File: src/rtl/sparc_mem_pkg.sv
// sparc_mem_pkg: shared definitions for the SPARC memory controller.
//   - transfer size codes carried on Type
//   - RW encoding (1 = load, 0 = store)
//   - controller FSM state encoding
//   - alignment helper used by the controller
package sparc_mem_pkg;

  localparam logic [1:0] TYPE_BYTE  = 2'b00;
  localparam logic [1:0] TYPE_HALF  = 2'b01;
  localparam logic [1:0] TYPE_WORD  = 2'b10;
  localparam logic [1:0] TYPE_DWORD = 2'b11;

  localparam logic RW_READ  = 1'b1;
  localparam logic RW_WRITE = 1'b0;

  typedef enum logic [2:0] {
    ST_IDLE = 3'd0,
    ST_WAIT = 3'd1,
    ST_ACC0 = 3'd2,
    ST_ACC1 = 3'd3,
    ST_DONE = 3'd4
  } state_t;

  // Natural alignment: halfword on 2, word on 4, doubleword on 8 bytes.
  function automatic logic is_aligned(input logic [1:0] typ, input logic [2:0] a);
    logic ok;
    ok = 1'b1;
    case (typ)
      TYPE_HALF:  ok = (a[0] == 1'b0);
      TYPE_WORD:  ok = (a[1:0] == 2'b00);
      TYPE_DWORD: ok = (a == 3'b000);
      default:    ok = 1'b1;
    endcase
    return ok;
  endfunction

endpackage

File: src/rtl/sparc_word_ram.sv
// sparc_word_ram: single-port 32-bit word array.
//   i_clk   : write clock (rising edge)
//   i_idx   : word index, shared by read and write
//   i_wdata : write data, lane l is bits [8l+7:8l]
//   i_wbe   : per-lane write enable, bit 3 = bits [31:24]
//   o_rdata : combinational read of the indexed word
// Contents are never reset.
module sparc_word_ram #(
  parameter int IDX_WIDTH = 7
) (
  input  logic                 i_clk,
  input  logic [IDX_WIDTH-1:0] i_idx,
  input  logic [31:0]          i_wdata,
  input  logic [3:0]           i_wbe,
  output logic [31:0]          o_rdata
);

  logic [31:0] r_mem [2**IDX_WIDTH];

  always_ff @(posedge i_clk) begin
    for (int l = 0; l < 4; l++) begin
      if (i_wbe[l]) r_mem[i_idx][l*8 +: 8] <= i_wdata[l*8 +: 8];
    end
  end

  assign o_rdata = r_mem[i_idx];

endmodule

File: src/rtl/sparc_mem_ctrl.sv
// sparc_mem_ctrl: big-endian memory behind the SPARC MPU datapath.
//   Clk, Clr        : clock (rising edge), async active-low reset
//   MOV, RW         : request valid / 1 = load, 0 = store
//   Type, SignExt   : transfer size, sign-extend sub-word loads
//   Address         : byte address (low ADDR_WIDTH bits decoded)
//   DataIn/DataIn2  : store data (even / odd word of a doubleword)
//   DataOut/DataOut2: registered load results
//   MOC, MisAlign   : completion and misalignment flag (registered)
//   o_dbg_state     : current FSM state for observation
// Handshake: MOV high in IDLE is accepted and all request fields are
// latched; MOV is then ignored until DONE. MOC stays high while MOV is
// high and drops after the first edge that samples MOV low, so a new
// request always needs MOV to go low for at least one edge.
module sparc_mem_ctrl
  import sparc_mem_pkg::*;
#(
  parameter int ADDR_WIDTH = 9,
  parameter int LATENCY    = 2
) (
  input  logic        Clk,
  input  logic        Clr,
  input  logic        MOV,
  input  logic        RW,
  input  logic [1:0]  Type,
  input  logic        SignExt,
  input  logic [31:0] Address,
  input  logic [31:0] DataIn,
  input  logic [31:0] DataIn2,
  output logic [31:0] DataOut,
  output logic [31:0] DataOut2,
  output logic        MOC,
  output logic        MisAlign,
  output logic [2:0]  o_dbg_state
);

  localparam int IDX_WIDTH = ADDR_WIDTH - 2;

  state_t                r_state, w_state_next;
  logic [3:0]            r_cnt;
  logic [ADDR_WIDTH-1:0] r_addr;
  logic [1:0]            r_type;
  logic                  r_rw, r_sext;
  logic [31:0]           r_din, r_din2, r_dout, r_dout2;
  logic                  r_moc, r_misalign;

  logic                  w_aligned, w_access;
  logic [IDX_WIDTH-1:0]  w_idx;
  logic [31:0]           w_wdata, w_rdata, w_load;
  logic [3:0]            w_lane_be, w_wbe;
  logic [7:0]            w_byte;
  logic [15:0]           w_half;
  logic                  w_unused_addr;

  // Upper address bits wrap away.
  assign w_unused_addr = ^Address[31:ADDR_WIDTH];

  // ---------------- FSM ----------------
  always_ff @(posedge Clk or negedge Clr) begin
    if (!Clr) r_state <= ST_IDLE;
    else      r_state <= w_state_next;
  end

  always_comb begin
    w_state_next = r_state;
    case (r_state)
      ST_IDLE: if (MOV) w_state_next = ST_WAIT;
      ST_WAIT: if (r_cnt == 4'd0) w_state_next = ST_ACC0;
      // Misaligned doublewords also pass through ACC1 so the abort
      // costs the same latency as a real doubleword.
      ST_ACC0: w_state_next = (r_type == TYPE_DWORD) ? ST_ACC1 : ST_DONE;
      ST_ACC1: w_state_next = ST_DONE;
      ST_DONE: if (!MOV) w_state_next = ST_IDLE;
      default: w_state_next = ST_IDLE;
    endcase
  end

  // ---------------- array access ----------------
  always_comb begin
    w_aligned = is_aligned(r_type, r_addr[2:0]);
    w_access  = w_aligned && ((r_state == ST_ACC0) || (r_state == ST_ACC1));

    w_idx = r_addr[ADDR_WIDTH-1:2];
    if (r_state == ST_ACC1) w_idx[0] = 1'b1;

    // Sub-word data is replicated across lanes; the enable picks the lane.
    w_wdata   = r_din;
    w_lane_be = 4'b1111;
    case (r_type)
      TYPE_BYTE: begin
        w_wdata   = {4{r_din[7:0]}};
        w_lane_be = 4'b1000 >> r_addr[1:0];
      end
      TYPE_HALF: begin
        w_wdata   = {2{r_din[15:0]}};
        w_lane_be = r_addr[1] ? 4'b0011 : 4'b1100;
      end
      TYPE_DWORD: if (r_state == ST_ACC1) w_wdata = r_din2;
      default: ;
    endcase
    w_wbe = (w_access && r_rw == RW_WRITE) ? w_lane_be : 4'b0000;

    // Big-endian lane extraction for loads.
    case (r_addr[1:0])
      2'd0:    w_byte = w_rdata[31:24];
      2'd1:    w_byte = w_rdata[23:16];
      2'd2:    w_byte = w_rdata[15:8];
      default: w_byte = w_rdata[7:0];
    endcase
    w_half = r_addr[1] ? w_rdata[15:0] : w_rdata[31:16];

    case (r_type)
      TYPE_BYTE: w_load = {{24{r_sext & w_byte[7]}}, w_byte};
      TYPE_HALF: w_load = {{16{r_sext & w_half[15]}}, w_half};
      default:   w_load = w_rdata;
    endcase
  end

  sparc_word_ram #(.IDX_WIDTH(IDX_WIDTH)) u_ram (
    .i_clk   (Clk),
    .i_idx   (w_idx),
    .i_wdata (w_wdata),
    .i_wbe   (w_wbe),
    .o_rdata (w_rdata)
  );

  // ---------------- datapath registers ----------------
  always_ff @(posedge Clk or negedge Clr) begin
    if (!Clr) begin
      r_cnt      <= 4'd0;
      r_addr     <= '0;
      r_type     <= TYPE_BYTE;
      r_rw       <= RW_WRITE;
      r_sext     <= 1'b0;
      r_din      <= 32'd0;
      r_din2     <= 32'd0;
      r_dout     <= 32'd0;
      r_dout2    <= 32'd0;
      r_moc      <= 1'b0;
      r_misalign <= 1'b0;
    end else begin
      if (r_state == ST_IDLE && MOV) begin
        r_addr <= Address[ADDR_WIDTH-1:0];
        r_type <= Type;
        r_rw   <= RW;
        r_sext <= SignExt;
        r_din  <= DataIn;
        r_din2 <= DataIn2;
        r_cnt  <= 4'(LATENCY - 1);
      end else if (r_state == ST_WAIT && r_cnt != 4'd0) begin
        r_cnt <= r_cnt - 4'd1;
      end

      if (w_access && r_rw == RW_READ) begin
        if (r_state == ST_ACC0) r_dout  <= w_load;
        else                    r_dout2 <= w_rdata;
      end

      // Request fields are frozen until IDLE, so w_aligned is stable in DONE.
      r_moc      <= (w_state_next == ST_DONE);
      r_misalign <= (w_state_next == ST_DONE) && !w_aligned;
    end
  end

  assign DataOut     = r_dout;
  assign DataOut2    = r_dout2;
  assign MOC         = r_moc;
  assign MisAlign    = r_misalign;
  assign o_dbg_state = r_state;

endmodule

File: config.mk
export PLATFORM = sky130hd
export DESIGN_NAME = sparc_mem_ctrl
export DESIGN_NICKNAME = d
export VERILOG_FILES = /design/src/rtl/sparc_mem_pkg.sv /design/src/rtl/sparc_word_ram.sv /design/src/rtl/sparc_mem_ctrl.sv
export SDC_FILE = /design/constraint.sdc
export NUM_CORES = 2
export LEC_CHECK = 0
export BUFFER_PORTS_ARGS = -buffer_cell sky130_fd_sc_hd__buf_2
export CORE_MARGIN = 2
export CORE_UTILIZATION = 40
export DETAILED_ROUTE_END_ITERATION = 10
export SLEW_MARGIN = 20
export SYNTH_ARGS = -nofsm -noshare
export SYNTH_HDL_FRONTEND = slang
export SYNTH_SLANG_ARGS = --single-unit
File: constraint.sdc
create_clock -name Clk -period 9 [get_ports Clk]
set_input_delay 2.25 -clock Clk [delete_from_list [all_inputs] [get_ports Clk]]
set_output_delay 2.25 -clock Clk [all_outputs]
set_load 0.02 [all_outputs]
Yosys cells after proc, flatten, opt, wreduce, memory -nomap -nowiden
Memories as Yosys holds them, arrays and structs flattened.
Index checks and enable logic that the tools add are counted.
{"block": "word_totals", "regBits": 150, "mem_bits_rw": 4096, "in_bits": 103, "out_inout_bits": 69, "word_cells": 72, "mem_count": 1}
{"memory": "u_ram.r_mem", "depth": 128, "word_bits": 32, "rd": 1, "rd_clocked_by_memory_dff": 0, "wr": 1, "line_no": "sparc_word_ram.sv:18", "text": "logic [31:0] r_mem [2**IDX_WIDTH];"}
{"block": "classes", "n_addsub": 1, "n_eq_ne": 10, "shift": 1, "muxes": 25, "n_bitwise": 5, "n_reduce_logical": 17}
{"op": "32-bit case mux with 3 select lines", "n": 1}
{"op": "32-bit case mux with 2 select lines", "n": 1}
{"op": "32-bit 2-to-1 mux", "n": 1}
{"op": "8-bit case mux with 3 select lines", "n": 1}
{"op": "16-bit 2-to-1 mux", "n": 1}
{"op": "4-bit 2-to-1 mux", "n": 4}
{"op": "3-bit case mux with 5 select lines", "n": 1}
{"op": "3-bit 2-to-1 mux", "n": 4}
{"op": "1-bit 2-to-1 mux", "n": 9}
{"op": "4-bit case mux with 2 select lines", "n": 1}
{"op": "2-bit == test, second input constant", "n": 3}
{"op": "3-bit by 2-bit == test with 1-bit output, second input constant", "n": 2}
{"op": "3-bit == test, second input constant", "n": 2}
{"op": "1-bit logical AND", "n": 6}
{"op": "3-bit logical NOT", "n": 2}
{"op": "2-bit by 1-bit == test with 1-bit output, second input constant", "n": 2}
{"op": "2-bit logical NOT", "n": 2}
{"op": "4-bit logical NOT", "n": 1}
{"op": "2-bit AND reduction", "n": 2}
{"op": "4-bit nonzero test", "n": 1}
{"op": "4-bit by 2-bit right shift with 4-bit output, first input constant", "n": 1}
{"op": "4-bit by 1-bit subtractor with 4-bit output, second input constant", "n": 1}
{"op": "3-bit by 1-bit == test with 1-bit output, second input constant", "n": 1}
{"op": "1-bit NOT", "n": 3}
{"op": "5 further kinds", "n": 6}

Longest topological paths before layout
{"block": "logic_depth", "depth_word": 7, "depth_mapped": 18, "depth_no_buf": 10}

By module
A second synthesis with hierarchy kept.
{"block": "hier_totals", "hier_cells": 10324, "area_unflattened_um2": 166478.4}
{"mod": "sparc_word_ram", "n_inst": 1, "cells_each": 9563, "area_per_inst_um2": 159256.5, "seq_area_each_um2": 122998.0}
{"mod": "sparc_mem_ctrl", "n_inst": 1, "cells_each": 761, "area_per_inst_um2": 7221.9, "seq_area_each_um2": 3753.6}

Least setup slack after synthesis
No wires, ideal clock.
{"block": "synth_path", "path_kind": "flip-flop to flip-flop", "startpoint": "register r_state[0], in the netlist o_dbg_state[0]", "endpoint": "memory u_ram.r_mem[0][16] (data pin)", "setup_time_ps": 969, "arrival_ps": 6056, "required_time_ps": 8031, "setup_slack_ps": 1975, "path_stages_with_launch": 13, "n_path_buf": 8, "synth_period_minus_slack_ps": 7025, "cell_sequence": "dfrtp_1 > buf_4 > and3b_1 > buf_4 > buf_6 > buf_4 > buf_2 > buf_2 > buf_2 > buf_1 > nand2_1 > nand2_1 > a31oi_1"}
{"block": "synth_between", "elab_chain_len": 3}
{"element": "start: declaration", "line_no": "sparc_mem_ctrl.sv:38", "text": "state_t r_state, w_state_next;"}
{"element": "start signal: assignment", "line_no": "sparc_mem_ctrl.sv:60", "text": "else r_state <= w_state_next;"}
{"element": "3-bit by 2-bit == test with 1-bit output", "line_no": "sparc_mem_ctrl.sv:97", "text": "TYPE_DWORD: if (r_state == ST_ACC1) w_wdata = r_din2;"}
{"element": "32-bit 2-to-1 mux", "line_no": "sparc_mem_ctrl.sv:97"}
{"element": "32-bit case mux with 3 select lines", "line_no": "sparc_mem_ctrl.sv:88", "text": "case (r_type)"}
{"element": "named net u_ram.i_wdata[16]", "line_no": "sparc_word_ram.sv:13", "text": "input logic [31:0] i_wdata,"}
{"element": "end: declaration", "line_no": "sparc_word_ram.sv:18"}
The timed path passes the listed nets, and every way through them passes these cells.

Worst setup path after layout
{"block": "layout_path", "startpoint": "register r_addr[2]", "endpoint": "register r_dout[18], in the netlist DataOut[18]"}
{"block": "layout_between", "elab_chain_len": 5, "word_cells_on_any_way": 12, "classes_between": "mux (5); bitwise (2); reduce/logical (4); memory (1)"}
{"element": "start: declaration", "line_no": "sparc_mem_ctrl.sv:40", "text": "logic [ADDR_WIDTH-1:0] r_addr;"}
{"element": "start signal: assignment", "line_no": "sparc_mem_ctrl.sv:142", "text": "r_addr <= Address[ADDR_WIDTH-1:0];"}
{"element": "1-bit 2-to-1 mux or 3-bit logical NOT (tied branches)", "line_no": "sparc_mem_ctrl.sv:83, sparc_mem_pkg.sv:31"}
{"element": "memory read 128 x 32 bit or 1-bit case mux with 3 select lines (tied branches)"}
{"element": "8-bit case mux with 3 select lines (tied with other cells)", "line_no": "sparc_mem_ctrl.sv:103", "text": "case (r_addr[1:0])"}
{"element": "1-bit bitwise AND (tied with other cells)", "line_no": "sparc_mem_ctrl.sv:112", "text": "TYPE_BYTE: w_load = {{24{r_sext & w_byte[7]}}, w_byte};"}
{"element": "32-bit case mux with 2 select lines or 2-bit AND reduction (tied branches)"}
{"element": "end signal: assignment", "line_no": "sparc_mem_ctrl.sv:154", "text": "if (r_state == ST_ACC0) r_dout <= w_load;"}
{"element": "end: declaration", "line_no": "sparc_mem_ctrl.sv:43", "text": "logic [31:0] r_din, r_din2, r_dout, r_dout2;"}
Parallel ways exist; a longest one is shown, timed or not.
A chain may end at the register's enable or synchronous reset.

==> metrics.md <==
| Metric | Value |
|---|---|
| Maximum vdd drop | `approximately 0.33 mV` |
| Cell count of the worst reg-to-reg path | `11` |
| Post-cts resize count | `0` |
| Final setup viols | `0` |
| Die width | `642.2 um` |
| Root Buffer | `clkbuf_16` |
| Initial Util | `40.14%` |
| Via density | `6.356` |
| Worst path buffer plus inverter count | `2` |
| Max Fanout on Critical Path | `26` |
| Worst-Margin Slew | `1358 ps` |
| Critical Path RT | `between 9000 and 10000 ps` |
| Yosys synthesis warning count | `0` |
| Post-route DRC violation count | `0` |
| Synth Area per Inst | `16.38 um^2` |
| Die height | `642.2 um` |
| Outcome | `completed` |
| Share of layout cells above drive strength 1 | `18.79%` |
| Slowest Stage Delay on Critical Path | `roughly 1100 ps` |
| Hold violation count in the final report | `0` |
| First-pass GRT wire length | `767300 um` |
| Post-synthesis sequential area ratio | `77.81%` |
| Static leakage | `roughly 59 nW` |
| CP cell instances | `clkinv_2 -> a21oi_4 -> buf_4 -> a211o_1 -> a22oi_1 -> o32a_1 -> nor4_4 -> a21oi_1 -> a21boi_1 -> a211oi_2 -> o21ai_0` |
| Area growth syn-to-layout | `15.03%` |
| Vias in the first global route | `99.63k` |
| MaxCap Viol Count | `0` |
| GPL Wtd Cong | `0.8748` |
| Leading area contributor after synthesis | `edfxtp_1` |
| CTS clock-pin slew for the worst setup and hold paths | `60 ps` |
| Tcrit/Tclk final | `74.30%` |
| Routed length on met1 | `207000 um` |
| Min Tclk post-route | `6687 ps` |
| Vias | `103.6k` |
| H-tree Lvls | `5` |
| Synthesized Nets | `10.05k` |
| Pwr dens | `371.9 nW/um^2` |
| Post-synth EDFFs | `around 4k` |
| First-pass iteration count of the detailed router | `8` |
| CTS buffer count | `416` |
| Antenna viol nets, final | `0` |
| Critical Path AT | `7490 ps` |
| Max_slew headroom | `under 10%` |
| Max Fclk | `149.5 MHz` |
| PortBufs | `approximately 150` |
| Synth Cell Area | `162900 um^2` |
| Synth top cells by count | `edfxtp_1 (4096), o22ai_1 (1096), nor3_1 (700)` |
| Core Region | `405800 um^2` |
| Tot GR Track Use | `25.71%` |
| HP Class | `flip-flop to flip-flop` |
| DR WL/cell | `33.71 um` |
| Placed Instances | `15.52k` |
| Hold path startpoint | `DataOut2[14]` |
| Largest net degree at the start of global routing | `129` |
| Setup slack at placement | `2473 ps` |
| Post-DP HPWL | `between 300000 and 400000 um` |
| Final Skew | `around 63 ps` |
| Yosys reg bits | `between 4k and 5k` |
| Routed wire length | `549500 um` |
| Crit start category | `flip-flop` |
| Worst Hold Depth | `2` |
| Endpoint, Worst Hold | `DataOut2[14]` |
| Most frequent cell after synthesis | `edfxtp_1` |
| Final TNS setup | `0 ps` |
| Synth top area cells | `edfxtp_1 (76%), o22ai_1 (4.2%), dfrtp_1 (2.3%)` |
| Top cell type's share of synthesized area | `75.50%` |
| Fin. max-slew vios | `0` |
| Slowest stage cell, crit path | `a21oi_4` |
| Synth Flop Type | `edfxtp_1` |
| Critical R2R Launch | `r_addr[2]` |
| Top Layer Used | `met5` |
| Initial antenna violation count | `50` |
| Row count | `234` |
| Worst-case clock buffer depth | `4` |
| Post-synth cell types | `96` |
| Postcts setup bufs | `0` |
| Largest delay contributor family on the critical path | `compound AO/OA/AOI/OAI gates` |
| Latest clock arrival within the worst-skew pair | `1010 ps` |
| Overflow after GRT | `0` |
| Reg2reg end | `DataOut[18]` |
| Worst reg-to-reg setup slack | `2310 ps` |
| Worst Setup End Kind | `flip-flop` |
| CTS sink cnt | `4246` |
| Post-route insts no fill | `16.30k` |
| DR iter-0 viols | `16.32k` |
| Ys async rst share | `3.533%` |
| Met2 wire len | `247800 um` |
| Synth Instances | `roughly 9.9k` |
| Top-Level Pins | `172` |
| Setup WS post-layout | `between 2000 and 2500 ps` |
| RSZ-0062 raised after global routing | `false` |
| FILL cells | `34.70k` |
| Setup Crit Path Kind | `flip-flop to flip-flop` |
| Total die area | `412400 um^2` |
| TritonCTS clock tree | `yes` |
| Met3 WL | `~70000 um` |
| Final net count | `roughly 11k` |
| CTS Hold Bufs | `0` |
[placed cells by master (no fill, tap or decap), types with 21 or more instances in the layout]
cell type,n
a22oi_1,23
clkinv_1,92
o211ai_1,49
buf_2,147
buf_4,731
nor3_2,58
nand2_1,364
mux4_2,74
nand3_1,83
o22a_1,64
mux2i_1,201
or4_1,54
clkbuf_16,425
a211oi_1,92
o31ai_1,84
edfxtp_1,4096
a21oi_1,216
a31oi_1,57
inv_1,31
buf_12,48
o22ai_1,1096
or3_1,52
nor2b_1,26
nor2_1,379
clkbuf_1,97
o221ai_1,120
and3_1,25
nor3_1,641
clkinv_2,74
diode_2,27
nor4_1,168
mux2_2,250
o2111ai_1,32
o21ai_0,273
a2111oi_0,21
dfrtp_1,143
bufinv_16,39
[stage by stage]
stage	total power, W	cell area, um^2	hold slack [ps]	util (%)
6_report	0.06969	187400	486.3	46.18
5_1_grt	0.07106	187300	500.8	46.16
4_1_cts	0.06901	187200	481.4	46.13
3_5_place_dp	0.05202	173900	468.3	42.86
3_3_place_gp	0.05152	173700	465.6	42.81
2_1_floorplan	0.04001	162900	476.7	-
[where the power goes]
group | switching [W] | internal, W | total [W]
Sequential | 0.000440 | 0.0267 | 0.0272
Clock | 0.00748 | 0.00981 | 0.0173
Combinational | 0.0196 | 0.00561 | 0.0252
[worst max path at each step]
stage | start | to | slack, ps | cells past startpoint
after floorplan | o_dbg_state[0] | u_ram.r_mem[0][16] | 1980 | 12
after global placement | r_addr[3] | DataOut[19] | 2300 | 12
after detailed placement | r_addr[3] | DataOut[19] | 2470 | 12
after CTS | r_addr[3] | DataOut[18] | 2420 | 12
after global routing | r_addr[4] | DataOut[24] | 2430 | 11
final | r_addr[2] | DataOut[18] | 2310 | 11
[routing by layer]
| metal | vias to the layer above | GRT usage, % |
|---|---|---|
| li1 | 41670 | - |
| met1 | 53500 | 35.13 |
| met2 | 7313 | 39.52 |
| met3 | 1108 | 6.150 |
| met4 | 30 | 10.69 |
| met5 | - | 0 |
[kinds of logic after synthesis]
kind of cell / synth area share [%]
flip-flops: 77.81
AO/OA/AOI/OAI: 9.506
AND/OR/NAND/NOR: 5.926
buffers and inverters: 2.578
multiplexers: 4.159
XOR/XNOR: 0.01613
adder cells (fa/ha/maj): 0.007679
[flip-flops by register name, summed over array words and instances (netlist names)]
signal,flops
r_type,2
r_cnt,4
o_dbg_state,3
DataOut2,32
r_din,32
r_rw,1
u_ram.r_mem,4096
r_sext,1
r_din2,32
DataOut,32
MisAlign,1
MOC,1
r_addr,9
[layout make-up]
class / count / area, um^2 / area share, %
antenna: 27 / 67.56 / 0.03606
clock buffer: 529 / 11100 / 5.921
clock inverter: 228 / 2201 / 1.175
inverter: 37 / 150.1 / 0.08013
multi-input combinational: 4871 / 32990 / 17.60
sequential: 4246 / 126800 / 67.65
tap: 5428 / 6792 / 3.624
timing repair buffer: 935 / 7318 / 3.906
[worst min-delay path: stages, from the launching register on]
cell     delay [ps]
dfrtp_1         340
nand2_1          40
o21ai_0          70
Note: power is estimated with default switching activity, not from simulation.
